### config.mk
export PLATFORM = sky130hd
export DESIGN_NAME = alu_sequencer
export DESIGN_NICKNAME = d
export VERILOG_FILES = /design/src/rtl/alu_sequencer.sv
export SDC_FILE = /design/constraint.sdc
export NUM_CORES = 1
export LEC_CHECK = 0
export BUFFER_PORTS_ARGS = -buffer_cell sky130_fd_sc_hd__buf_2
export CAP_MARGIN = 20
export CORE_MARGIN = 4
export CORE_UTILIZATION = 54
export DETAILED_ROUTE_END_ITERATION = 16
export PLACE_DENSITY = 0.84
export SYNTH_ARGS = -nofsm -noshare
export SYNTH_HDL_FRONTEND = slang
export SYNTH_SLANG_ARGS = --single-unit
### constraint.sdc
create_clock -name clk -period 3.1 [get_ports clk]
set_input_delay 0.62 -clock clk [delete_from_list [all_inputs] [get_ports clk]]
set_output_delay 0.62 -clock clk [all_outputs]
set_load 0.01 [all_outputs]
### src/rtl/alu_sequencer.sv
// rtl/alu_sequencer.sv - byte-stream command front-end for the 8-bit ALU
// Collects opcode/operand bytes, runs one ALU op, accumulates and returns the result.
module alu_sequencer #(
  parameter logic [7:0] ACC_INIT = 8'h00
) (
  input  logic       clk,
  input  logic       rst,
  input  logic [7:0] in_data,
  input  logic       in_valid,
  output logic       in_ready,
  output logic [7:0] alu_a,
  output logic [7:0] alu_b,
  output logic [2:0] alu_sel,
  input  logic [7:0] alu_r,
  output logic [7:0] out_data,
  output logic       out_valid,
  input  logic       out_ready,
  output logic       busy
);

  typedef enum logic [2:0] {
    S_IDLE,
    S_LOAD_A,
    S_LOAD_B,
    S_EXEC,
    S_RESP
  } state_t;

  state_t     r_state;
  logic [7:0] r_opa;
  logic [7:0] r_opb;
  logic [2:0] r_sel;
  logic       r_unary;
  logic [7:0] r_acc;
  logic [7:0] r_out_data;
  logic       r_out_valid;
  logic       r_in_ready;
  logic       r_busy;

  wire w_use_acc = in_data[3];
  wire w_unary   = in_data[4];

  assign alu_a     = r_opa;
  assign alu_b     = r_opb;
  assign alu_sel   = r_sel;
  assign out_data  = r_out_data;
  assign out_valid = r_out_valid;
  assign in_ready  = r_in_ready;
  assign busy      = r_busy;

  // in_ready/busy are registered alongside the state transition so they track r_state exactly.
  always_ff @(posedge clk or posedge rst) begin
    if (rst) begin
      r_state     <= S_IDLE;
      r_opa       <= 8'h00;
      r_opb       <= 8'h00;
      r_sel       <= 3'b000;
      r_unary     <= 1'b0;
      r_acc       <= ACC_INIT;
      r_out_data  <= 8'h00;
      r_out_valid <= 1'b0;
      r_in_ready  <= 1'b1;
      r_busy      <= 1'b0;
    end else begin
      case (r_state)
        S_IDLE: begin
          if (in_valid) begin
            r_sel   <= in_data[2:0];
            r_unary <= w_unary;
            r_busy  <= 1'b1;
            if (w_use_acc) r_opa <= r_acc;
            if (w_unary)   r_opb <= 8'h00;
            if (!w_use_acc) begin
              r_state <= S_LOAD_A;
            end else if (!w_unary) begin
              r_state <= S_LOAD_B;
            end else begin
              r_state    <= S_EXEC;
              r_in_ready <= 1'b0;
            end
          end
        end
        S_LOAD_A: begin
          if (in_valid) begin
            r_opa <= in_data;
            if (r_unary) begin
              r_state    <= S_EXEC;
              r_in_ready <= 1'b0;
            end else begin
              r_state <= S_LOAD_B;
            end
          end
        end
        S_LOAD_B: begin
          if (in_valid) begin
            r_opb      <= in_data;
            r_state    <= S_EXEC;
            r_in_ready <= 1'b0;
          end
        end
        S_EXEC: begin
          r_acc       <= alu_r;
          r_out_data  <= alu_r;
          r_out_valid <= 1'b1;
          r_state     <= S_RESP;
        end
        S_RESP: begin
          if (out_ready) begin
            r_out_valid <= 1'b0;
            r_state     <= S_IDLE;
            r_in_ready  <= 1'b1;
            r_busy      <= 1'b0;
          end
        end
        default: begin
          r_state     <= S_IDLE;
          r_out_valid <= 1'b0;
          r_in_ready  <= 1'b1;
          r_busy      <= 1'b0;
        end
      endcase
    end
  end

endmodule

# Word-level counts from Yosys, hierarchy flattened
# Index checks and enable logic that the tools add are counted.
# word_totals
ff_bits	34
output_inout_bits	30
# classes
n_eq_ne	11
n_mux	27
bitwise	3
n_reduce_logical	12
# ops
operator	count
$mux 8	5
$pmux 8 s2	2
$pmux 3 s5	1
$ne 2x2->1 const B	7
$mux 3	4
$reduce_and 4->1	3
$mux 1	11
$reduce_and 8->1	1
$eq 3x2->1 const B	2
$pmux 1 s3	2
$reduce_or 3->1	2
$pmux 1 s5	1
$reduce_and 2->1	2
$reduce_bool 2->1	2
$eq 3x1->1 const B	1
$eq 3x3->1 const B	1
$logic_not 3->1	1
$not 1->1	3
$reduce_and 3->1	1
$mux 2	1

# Depth between registers and ports, before layout
# logic_depth
word_depth	4
ltp_mapped	5

# Worst setup path before layout
# OpenSTA, ideal clock, no wires.
# synth_timing
path_type	input -> register
startpoint	input port in_valid
endpoint	register r_opa[1] (netlist: alu_a[1])
setup_ns	0.125
t_arrival_ns	1.415
required_ns	2.975
setup_slack_ns	1.561
cell_stages	3
n_path_buf	0
cell_sequence	nand2b_1 -> nor3b_4 -> mux2_2
# synth_via
elab_chain_len	2
elab_cells_between_ends	3
# synth_lines
item	line	source
start: declaration	9	input logic in_valid,
$ne 2x2->1 (no line)	n/a	
$reduce_and 4->1 (no line) (*)	n/a	
end signal: assignment	71	if (w_use_acc) r_opa <= r_acc;
end signal: assignment	85	r_opa <= in_data;
end: declaration	30	logic [7:0] r_opa;
# Every way passes the cells marked *; elsewhere a longest branch is shown, timed or not.
# A chain may end at the register's enable or synchronous reset.

# Worst setup path after layout
# layout_timing
startpoint	register r_state[1]
endpoint	register r_opa[0] (netlist: alu_a[0])
# layout_via
elab_chain_len	3
elab_cells_between_ends	8
# layout_lines
item	line	source
start: declaration	29	state_t r_state;
start signal: assignment	54	r_state <= S_IDLE;
start signal: assignment	74	r_state <= S_LOAD_A;
start signal: assignment	76	r_state <= S_LOAD_B;
$eq 3x1->1 / $logic_not 3->1 (equally long branches)	65	case (r_state)
$ne 2x2->1 (no line) / $reduce_bool 2->1 (equally long branches)	n/a	
$reduce_and 4->1 (no line)	n/a	
# Several ways; a longest one is shown, not always the timed one.

==> flow_metrics.py <==
metrics = {
    "final_layout": {
        "fin_nets": 199,
        "num-fill-cells": 210,
        "areaGrowthSynthToFinish_pct": 20.9,
        "drive_gt1_frac": 0.506,
        "antennaDiodeCount": 0,
    },
    "timing": {
        "final-max-slew-violation-count": 0,
        "tightestPinTransition_ps": 724,
        "fmax_mhz": 516,
        "max_slew_margin": 0.517,
        "worst_clock_skew_ps": 4.91,
        "rsz0062_at_grt": "false",
        "finalSetupViolCount": 0,
        "min_period_ps": 1940,
        "setup_slack_ps": 1160,
        "min_period_over_period": 0.626,
        "fin_setup_tns_ps": 0,
        "finalHoldViolCount": 0,
    },
    "logic_synthesis": {
        "synth_top_area_share": 0.525,
        "synth-async-reset-ratio": 1.00,
        "yosys.area_share.simple": 0.125,
        "synth-adder-area-share": 0,
        "ys_ff_latch": 34,
        "syn_area_per_cell_um2": 12.4,
        "synth_compound_area_frac": 0.0844,
        "synth_edf_count": 0,
        "syn_inst": 127,
        "synth_xor_area_frac": 0,
        "synth-main-ff-cell": "dfrtp_1",
        "seq_area_frac_synth": 0.542,
        "synth_top_family_by_area": "multiplexers",
        "synth_common_cells": "33 x dfrtp_1, 28 x mux2_2, 11 x inv_1",
        "synth_area_um2": 1570,
        "synth.most_common_cell": "dfrtp_1",
        "synthMuxAreaShare": 0.208,
        "ys_types": 29,
        "syn_nets": 147,
        "synth_top_cell_by_area": "dfrtp_1",
        "yosysWarnings": 0,
        "synth_area_leaders": "dfrtp_1 53%, mux2_2 20%, o21ai_0 2.9%",
    },
    "die": {
        "die_w_um": 61.9,
        "die_area_um2": 3840,
        "ioPinCount": 50,
        "dieHeight_um": 61.9,
        "fp-row-count": 19,
        "start_util": 0.570,
        "fp.coreArea_um2": 2760,
    },
    "worst_setup_path": {
        "crit_chain": "nor3b_4 > mux2_2 > mux2_1",
        "critPathRequiredTime_ps": 3320,
        "critPathKind": "flop to flop",
        "worstPathArrival_ps": 2160,
        "rr_worst_depth": 3,
        "cp_slowest_cell": "dfrtp_1",
        "worstSetupStartpointType": "flop",
        "slowest_delay_ps": 650,
        "worstSetupEndpointType": "flop",
        "crit_fanout": 22,
    },
    "clock_tree": {
        "clock_path_buffers": 2,
        "hold_buffers": 0,
        "numCtsBuffers": 5,
        "clkSinkCount": 34,
        "cts-root-buf": "clkbuf_4",
        "cts_tree": "done",
        "clkLatencyLatePin_ps": 330,
        "cts_htree_levels": 2,
        "cts_setup_buffers": 0,
        "cts_resized": 0,
        "path_clk_slew_ps": 100,
    },
    "global_routing": {
        "grt_pass1_wl_um": 5220,
        "grtUsageTotal": 0.191,
        "grt_antenna_before_repair": 0,
        "grt_overflow_total": 0,
        "grt_pass1_vias": 1156,
        "grt_max_degree": 35,
    },
    "power": {
        "vdd_ir_drop_max_v": 0.000719,
        "power.density_nw_per_um2": 1050,
        "leakage_uw": 0.000903,
    },
    "drt": {
        "dr.first_iter.drc_count": 25,
        "drc": 0,
        "viasPerCell": 5.56,
        "drtPass1Iterations": 4,
        "ant_nets": 0,
        "drt-total-wl_um": 3220,
        "vias": 1174,
        "wl_per_cell_um": 15.3,
    },
    "run": {
        "drv_cap": 0,
    },
    "place": {
        "hpwl_um": 2420,
        "port_buffers": 49,
        "gp_congestion": 0.809,
        "dp_slack_ps": 1080,
    },
    "hold_path": {
        "hp-class": "input port to async pin",
    },
    "status": {
        "run_status": "finished, final reports clean",
    },
}
-- cells in the final DEF (no fill, tap or decap), types with 2 or more instances in the layout --
cell	n
buf_2	49
dfrtp_1	33
mux2_2	28
inv_1	11
o21ai_0	9
nand4_1	7
nor2_1	5
clkbuf_4	5
a21oi_1	3
a211o_1	2
nand2_1	2
nor3_1	2
nor3b_4	2
nand2b_1	2
a211oi_1	2
-- power breakdown --
| part | switching, uW | internal, uW |
|---|---|---|
| registers | 211 | 667 |
| clock network | 140 | 110 |
| logic | 403 | 468 |
| total | 755 | 1240 |
-- per-stage QoR --
step / hold slack, ps / total power (uW) / instance area [um2] / std cells / util
floorplan: 505 / 1460 / 1570 / 127 / -
global placement: 479 / 1720 / 1840 / 203 / 0.667
detailed placement: 483 / 1770 / 1840 / 203 / 0.667
CTS: 358 / 2020 / 1900 / 211 / 0.689
global route: 376 / 2160 / 1900 / 211 / 0.689
finish: 354 / 2000 / 1900 / 211 / 0.689
-- critical path: cells and delay by family, from the launching register on --
family	cells	cell delay, ps
muxes	2	670
and+or+nand+nor	1	510
DFF	1	650
-- flip-flops by register name (all words and copies together), names as in the netlist --
name / count
alu_a: 8
alu_b: 8
out_data: 8
alu_sel: 3
r_state: 3
busy: 1
in_ready: 1
out_valid: 1
r_unary: 1
-- per-layer routing --
layer / global-route usage / wire length [um]
met1: 0.228 / 1310
met2: 0.322 / 1650
met3: 0.0661 / 234
met4: 0.0576 / 30
met5: 0 / 0
-- cell type report --
class / instances / area, um2 / area share
clock buffers: 7 / 55.1 / 0.0290
clock inverters: 1 / 5.00 / 0.00263
inverters: 11 / 41.3 / 0.0217
multi-input cells: 77 / 656 / 0.345
flip-flops and latches: 34 / 852 / 0.448
well taps: 31 / 38.8 / 0.0204
repair buffers: 50 / 253 / 0.133
-- final timing paths --
check | end | from | slack (ps)
max | alu_a[0] | r_state[1] | 1160
min | alu_b[5] | rst | 350
max reg2reg | alu_a[0] | r_state[1] | 1160
min reg2reg | alu_a[0] | alu_a[0] | 500
max in group asynchronous | in_ready | rst | 2420
min in group clk | alu_a[0] | alu_a[0] | 500
-- cells by family (layout without fill, tap and decap cells) --
group / after synthesis / after routing
and+or+nand+nor: 27 / 27
AOI/OAI and AO/OA: 21 / 21
buffers and inverters: 16 / 69
muxes: 29 / 29
DFF: 34 / 34
(Power assumes the default switching activity.)
